File: src/rtl/pe_row_acc.sv
// pe_row_acc: N-lane signed dot product against a held weight register,
// accumulated over a programmable number of beats, then scaled by exp_bias,
// offset by psum and saturated to OUT_W bits. One beat per cycle, no stall.
module pe_row_acc #(
    parameter int N       = 4,
    parameter int IMG_W   = 8,
    parameter int WGT_W   = 8,
    parameter int OUT_W   = 16,
    parameter int SHIFT_W = 5,
    parameter int CNT_W   = 8
) (
    input  logic                    clk,
    input  logic                    rst,
    input  logic                    wgt_load,
    input  logic [N*WGT_W-1:0]      wgt,
    input  logic                    in_valid,
    input  logic [N*IMG_W-1:0]      img,
    input  logic [SHIFT_W-1:0]      exp_bias,
    input  logic signed [OUT_W-1:0] psum,
    input  logic [CNT_W-1:0]        acc_len,
    input  logic                    acc_clr,
    output logic                    out_valid,
    output logic signed [OUT_W-1:0] out,
    output logic                    sat
);
    localparam int P_W   = IMG_W + WGT_W;
    localparam int SUM_W = P_W + $clog2(N);
    localparam int ACC_W = SUM_W + CNT_W;
    localparam int R_W   = ACC_W + 1;

    localparam logic signed [R_W-1:0] MAX_R = {{(R_W-OUT_W+1){1'b0}}, {(OUT_W-1){1'b1}}};
    localparam logic signed [R_W-1:0] MIN_R = {{(R_W-OUT_W+1){1'b1}}, {(OUT_W-1){1'b0}}};

    // acc_len of 0 behaves as a single-beat group
    function automatic logic [CNT_W-1:0] eff_len(input logic [CNT_W-1:0] l);
        return (l == '0) ? CNT_W'(1) : l;
    endfunction

    // Returns {clipped, value} with value clamped to the signed OUT_W range
    function automatic logic [OUT_W:0] sat_clip(input logic signed [R_W-1:0] r);
        if (r > MAX_R) return {1'b1, MAX_R[OUT_W-1:0]};
        if (r < MIN_R) return {1'b1, MIN_R[OUT_W-1:0]};
        return {1'b0, r[OUT_W-1:0]};
    endfunction

    logic [N*WGT_W-1:0]      wgt_q;

    logic                    vld_p1_q;
    logic signed [P_W-1:0]   prod_p1_d [N];
    logic signed [P_W-1:0]   prod_p1_q [N];
    logic [SHIFT_W-1:0]      exp_p1_q;
    logic signed [OUT_W-1:0] psum_p1_q;
    logic [CNT_W-1:0]        len_p1_q;

    logic                    vld_p2_q;
    logic signed [SUM_W-1:0] sum_p2_d;
    logic signed [SUM_W-1:0] sum_p2_q;
    logic [SHIFT_W-1:0]      exp_p2_q;
    logic signed [OUT_W-1:0] psum_p2_q;
    logic [CNT_W-1:0]        len_p2_q;

    logic signed [ACC_W-1:0] acc_d, acc_q, acc_new;
    logic [CNT_W-1:0]        cnt_d, cnt_q;
    logic [CNT_W-1:0]        len_d, len_q, len_cur;
    logic                    last;
    logic                    fin_p3_d, fin_p3_q;
    logic [SHIFT_W-1:0]      exp_p3_q;
    logic signed [OUT_W-1:0] psum_p3_q;

    logic signed [ACC_W-1:0] sh_p3;
    logic signed [R_W-1:0]   r_p3;
    logic                    clip_sat;
    logic signed [OUT_W-1:0] clip_val;
    logic signed [OUT_W-1:0] out_d, out_q;
    logic                    out_valid_q, sat_d, sat_q;

    // Weight register; a same-cycle beat still sees the old weights
    always_ff @(posedge clk or negedge rst) begin
        if (!rst)          wgt_q <= '0;
        else if (wgt_load) wgt_q <= wgt;
    end

    // ---- S1: per-lane signed products ----
    // Lane multipliers, operands sign-extended to the full product width
    always_comb begin
        for (int i = 0; i < N; i++) begin
            prod_p1_d[i] = P_W'($signed(img[i*IMG_W +: IMG_W]))
                         * P_W'($signed(wgt_q[i*WGT_W +: WGT_W]));
        end
    end

    // ---- S2: add tree ----
    // Sum of lane products, sign-extended to SUM_W
    always_comb begin
        sum_p2_d = '0;
        for (int i = 0; i < N; i++) begin
            sum_p2_d = sum_p2_d + SUM_W'(prod_p1_q[i]);
        end
    end

    // ---- S3: accumulate ----
    // Group bookkeeping; the group length is taken from the group's first beat
    always_comb begin
        len_cur  = (cnt_q == '0) ? len_p2_q : len_q;
        last     = (cnt_q == len_cur - CNT_W'(1));
        acc_new  = (cnt_q == '0) ? ACC_W'(sum_p2_q) : acc_q + ACC_W'(sum_p2_q);
        acc_d    = acc_q;
        cnt_d    = cnt_q;
        len_d    = len_q;
        fin_p3_d = 1'b0;
        if (acc_clr) begin
            acc_d = '0;
            cnt_d = '0;
        end else if (vld_p2_q) begin
            acc_d    = acc_new;
            fin_p3_d = last;
            if (cnt_q == '0) len_d = len_p2_q;
            cnt_d    = last ? '0 : cnt_q + CNT_W'(1);
        end
    end

    // ---- Output: scale, offset, saturate ----
    // Finalise from the accumulator left by the last beat of a group
    always_comb begin
        sh_p3                = acc_q >>> exp_p3_q;
        r_p3                 = R_W'(sh_p3) + R_W'(psum_p3_q);
        {clip_sat, clip_val} = sat_clip(r_p3);
        out_d                = fin_p3_q ? clip_val : out_q;
        sat_d                = fin_p3_q & clip_sat;
    end

    // Control state: valids, accumulator, counter and the output registers
    always_ff @(posedge clk or negedge rst) begin
        if (!rst) begin
            vld_p1_q    <= 1'b0;
            vld_p2_q    <= 1'b0;
            fin_p3_q    <= 1'b0;
            acc_q       <= '0;
            cnt_q       <= '0;
            len_q       <= '0;
            out_q       <= '0;
            out_valid_q <= 1'b0;
            sat_q       <= 1'b0;
        end else begin
            vld_p1_q    <= in_valid;
            vld_p2_q    <= vld_p1_q & ~acc_clr;
            fin_p3_q    <= fin_p3_d;
            acc_q       <= acc_d;
            cnt_q       <= cnt_d;
            len_q       <= len_d;
            out_q       <= out_d;
            out_valid_q <= fin_p3_q;
            sat_q       <= sat_d;
        end
    end

    // Free-running datapath registers; qualified by the valids above
    always_ff @(posedge clk) begin
        prod_p1_q <= prod_p1_d;
        exp_p1_q  <= exp_bias;
        psum_p1_q <= psum;
        len_p1_q  <= eff_len(acc_len);
        sum_p2_q  <= sum_p2_d;
        exp_p2_q  <= exp_p1_q;
        psum_p2_q <= psum_p1_q;
        len_p2_q  <= len_p1_q;
        exp_p3_q  <= exp_p2_q;
        psum_p3_q <= psum_p2_q;
    end

    assign out_valid = out_valid_q;
    assign out       = out_q;
    assign sat       = sat_q;
endmodule

File: config.mk
export PLATFORM = sky130hd
export DESIGN_NAME = pe_row_acc
export DESIGN_NICKNAME = d
export VERILOG_FILES = /design/src/rtl/pe_row_acc.sv
export SDC_FILE = /design/constraint.sdc
export NUM_CORES = 1
export LEC_CHECK = 0
export ABC_CLOCK_PERIOD_IN_PS = 6300
export CAP_MARGIN = 20
export CORE_UTILIZATION = 31
export CTS_BUF_LIST = sky130_fd_sc_hd__clkbuf_4 sky130_fd_sc_hd__clkbuf_8
export CTS_CLUSTER_SIZE = 16
export DETAILED_ROUTE_END_ITERATION = 10
export GPL_ROUTABILITY_DRIVEN = 0
export SETUP_SLACK_MARGIN = 0.15
export SLEW_MARGIN = 20
export SYNTH_ARGS = -nofsm -noshare
export SYNTH_HDL_FRONTEND = slang
export SYNTH_SLANG_ARGS = --single-unit
File: constraint.sdc
create_clock -name clk -period 6.3 [get_ports clk]
set_clock_uncertainty 0.1 [all_clocks]
set_input_delay 0.63 -clock clk [delete_from_list [all_inputs] [get_ports clk]]
set_output_delay 0.63 -clock clk [all_outputs]
set_load 0.02 [all_outputs]
==> impl_summary.log <==
[metrics] Setup Viol. Count Final: 0
[metrics] post-route cell area: between 20000 and 30000 sq um
[metrics] total number of vias: roughly 16000
[metrics] horizontal extent of the die: 270 um
[metrics] insertion delay of the later-clocked pin in the worst-skew pair: 0.67 ns
[metrics] number of search-and-repair iterations in the first detailed-routing pass: 5
[metrics] global route overflow: 0
[metrics] post-DR wirelength/cell: 14.5 um
[metrics] hold slack final: 0.209 ns
[metrics] Setup crit end kind: flip-flop
[metrics] die area: about 73000 sq um
[metrics] time the worst path needs with I/O delays and setup: 5.63 ns
[metrics] CTS H-tree depth: 2
[metrics] arrival time at the worst endpoint: between 6 and 7 ns
[metrics] input/output buffers: approximately 120
[metrics] wire length of the first global-routing pass: approximately 84000 um
[metrics] Worst-Margin Slew: just over 0.9 ns
[metrics] CTS sink cnt: about 260
[metrics] Routed Wire Length: just under 50000 um
[metrics] Seq/Total Area, Yosys: 25.2%
[metrics] dpl hpwl: 39200 um
[metrics] prevailing post-synth register cell: sky130_fd_sc_hd__dfxtp_1
[metrics] Lkg Pwr: ~12 nW
[metrics] number of enable-type register cells in the synthesized netlist: 0
[metrics] Data required, critical path: roughly 6.7 ns
[metrics] number of buffers added by the clock tree synthesis step: 52
[metrics] most used cells in the layout excluding fill and tap cells: sky130_fd_sc_hd__inv_1, sky130_fd_sc_hd__fa_1, sky130_fd_sc_hd__ha_1
[metrics] Setup Total Neg Slack: 0 ns
[metrics] Cell variety after synth: 76
[metrics] fraction of final layout cells with drive strength greater than 1: 7.28%
[metrics] pwr/cell area: slightly above 500 nW/um^2
[metrics] number of top-level pins: between 100 and 150
[metrics] Hold Fails Final Rpt: 0
[metrics] initial DRC count: roughly 800
[metrics] kind of start point of the critical path: flip-flop
[metrics] CTS tree: done
[metrics] setup bufs post-CTS: 0
[metrics] fin nets: between 2000 and 3000
[metrics] remaining antenna violation count after routing: 0
[metrics] per-cell via count in the routed design: around 4.7
[metrics] number of max-cap violations: 0
[metrics] #FFs+latches synth: 256
[metrics] antenna violations before repair: 3
[metrics] via count of the first global-routing pass: roughly 16000
[metrics] unrepaired setup endpoints after global routing: no
[metrics] cell at the root of the clock tree: sky130_fd_sc_hd__clkbuf_8
[metrics] mean instance size in the synthesized netlist: roughly 9.6 sq um
[metrics] Placement Cell Area: between 20000 and 25000 sq um
[metrics] Net Count, Synth: between 2000 and 3000
[metrics] most common library cell in the layout ignoring fill and taps: sky130_fd_sc_hd__inv_1
[metrics] post-detailed-route DRC marker count: 0
[metrics] height of the die: roughly 270 um
[metrics] Overall Global Routing Usage: 14.2%
[metrics] status: finished, final reports clean
[metrics] Yosys warning count: 0
[metrics] Slew Limit Fails: 0
[metrics] path type of the worst min-delay path: reg -> reg
[metrics] fraction of synthesis flops using an asynchronous set or reset pin: 37.1%
[metrics] start-to-end type of the worst setup path: reg -> reg
[metrics] post-route fraction of the period consumed by the critical path: 89.3%
[metrics] CTS Buffer Depth: 3
[metrics] Post-Syn Area: 22200 sq um
[metrics] sequential cell area in the final layout: about 5600 sq um
[metrics] Area Growth Syn to Fin: 15.8%
[metrics] std cell rows: 97
[metrics] gate count after technology mapping: around 2300
[metrics] Max Clk Rate: ~180 MHz
[metrics] Max VDD drop: 562 uV
[metrics] clock-pin slew reported for the worst setup and hold paths after clock tree synthesis: approximately 0.06 ns
[metrics] pin count of the biggest net entering global routing: between 60 and 70
[metrics] critical path peak fanout: 24
[metrics] area of the core: ~70000 sq um
[metrics] initial core utilization: a little under a third
[metrics] total area of multi-input combinational cells: approximately 15000 sq um
[metrics] relative slew slack: between 30% and 40%
[metrics] fill cell instance count of the final layout: 7194
state kept, by name, indices dropped and copies added (netlist names), 8 cells and up:
register,count
out,16
len_q,8
psum_p3_q,16
acc_q,26
cnt_q,8
len_p2_q,8
wgt_q,32
psum_p1_q,16
prod_p1_q,64
sum_p2_q,18
len_p1_q,8
psum_p2_q,16
per-layer routing:
| metal | vias up | share of wire [%] | global-route usage (%) |
|---|---|---|---|
| li1 | 7845 | - | - |
| met1 | 7693 | 43 | 17.7 |
| met2 | 288 | 49 | 24.5 |
| met3 | 84 | 4.3 | 2.32 |
| met4 | 2 | 3.0 | 4.95 |
| met5 | - | 0.026 | 0 |
area by class of cell:
class                      count  area share, %
multi-input combinational   1684           59.1
clock inverter                17           1.21
inverter                     308           4.50
clock buffer                  81           3.90
antenna                        1        0.00974
sequential                   256           21.8
timing repair buffer         128           4.89
tap                          940           4.58
where the power goes:
part,leakage [nW],switching [mW],internal [mW]
registers,2.58,0.363,2.14
clock network,0.687,0.807,1.35
logic,8.53,4.40,3.89
total,11.8,5.57,7.38
Yosys cell counts, types with 9 or more instances:
cell / count / share of area (%)
sky130_fd_sc_hd__inv_1: 306 / 5.2
sky130_fd_sc_hd__fa_1: 255 / 23
sky130_fd_sc_hd__ha_1: 187 / 11
sky130_fd_sc_hd__nand2_1: 178 / 3.0
sky130_fd_sc_hd__and2_1: 162 / 4.6
sky130_fd_sc_hd__dfxtp_1: 161 / 15
sky130_fd_sc_hd__nor2_1: 159 / 2.7
sky130_fd_sc_hd__o21ai_0: 116 / 2.6
sky130_fd_sc_hd__a21oi_1: 112 / 2.5
sky130_fd_sc_hd__xnor2_1: 100 / 3.9
sky130_fd_sc_hd__dfrtp_1: 95 / 11
sky130_fd_sc_hd__clkbuf_1: 54 / 0.91
sky130_fd_sc_hd__mux2_2: 45 / 2.3
sky130_fd_sc_hd__mux2i_1: 32 / 1.4
sky130_fd_sc_hd__nand2b_1: 32 / 0.90
sky130_fd_sc_hd__a21o_1: 29 / 0.98
sky130_fd_sc_hd__xor2_1: 23 / 0.91
sky130_fd_sc_hd__a211oi_1: 20 / 0.68
sky130_fd_sc_hd__nor2b_1: 20 / 0.56
sky130_fd_sc_hd__o21a_1: 20 / 0.68
sky130_fd_sc_hd__nand3_1: 18 / 0.41
sky130_fd_sc_hd__nor3_1: 17 / 0.38
sky130_fd_sc_hd__a21boi_0: 13 / 0.44
sky130_fd_sc_hd__and3_1: 12 / 0.34
sky130_fd_sc_hd__a311oi_1: 11 / 0.43
sky130_fd_sc_hd__a221oi_2: 9 / 0.61
sky130_fd_sc_hd__o31ai_1: 9 / 0.30
worst paths after layout:
path	startpoint	to	slack [ns]	cells past startpoint
setup / recovery	exp_p3_q[1]	out[1]	0.67	20
hold / removal	len_p1_q[1]	len_p2_q[1]	0.21	0
setup reg to reg	exp_p3_q[1]	out[1]	0.67	20
hold reg to reg	len_p1_q[1]	len_p2_q[1]	0.21	0
max in group asynchronous	rst	acc_q[11]	4.35	3
min in group asynchronous	rst	wgt_q[5]	0.40	2
kinds of logic after synthesis:
| kind of cell | count (synthesis) | share of synthesized area, % |
|---|---|---|
| AO/OA/AOI/OAI | 411 | 12.3 |
| XOR/XNOR | 123 | 4.85 |
| adder cells (fa/ha/maj) | 442 | 33.5 |
| buffers and inverters | 371 | 6.33 |
| flip-flops | 256 | 25.2 |
| multiplexers | 79 | 3.93 |
| AND/OR/NAND/NOR | 629 | 13.9 |
worst max-delay path, stage by stage (launching register included):
cell,delay [ns]
sky130_fd_sc_hd__dfxtp_1,0.57
sky130_fd_sc_hd__buf_12,0.24
sky130_fd_sc_hd__mux2_2,0.36
sky130_fd_sc_hd__nor2_1,0.09
sky130_fd_sc_hd__a21oi_1,0.08
sky130_fd_sc_hd__mux2i_1,0.22
sky130_fd_sc_hd__nand2_1,0.07
sky130_fd_sc_hd__o21ai_0,0.12
sky130_fd_sc_hd__mux2i_1,0.14
sky130_fd_sc_hd__ha_1,0.22
sky130_fd_sc_hd__fa_1,0.42
sky130_fd_sc_hd__a211oi_1,0.34
sky130_fd_sc_hd__o211ai_2,0.18
sky130_fd_sc_hd__a31oi_4,0.27
sky130_fd_sc_hd__a21oi_4,0.12
sky130_fd_sc_hd__xnor2_1,0.16
sky130_fd_sc_hd__or4_1,0.51
sky130_fd_sc_hd__or4_1,0.42
sky130_fd_sc_hd__nor2_2,0.16
sky130_fd_sc_hd__a41oi_4,0.33
sky130_fd_sc_hd__a221oi_1,0.40
metrics by stage:
stage          power, mW  worst slack [ns]  instances  util, %
6_report            12.9             0.673       3415     36.5
5_1_grt             14.4             0.198       3415     36.5
4_1_cts             13.1             0.719       3414     36.5
3_5_place_dp        10.9             0.678       3315     34.6
3_3_place_gp        10.7             0.737       3315     34.6
2_1_floorplan       9.07             0.968       2311        -
what timing repair did:
action	in CTS	in global routing
hold endpoints to repair	32	0
hold buffers	1	0
gates resized for setup	0	0
Note: power is estimated with default switching activity, not from simulation.
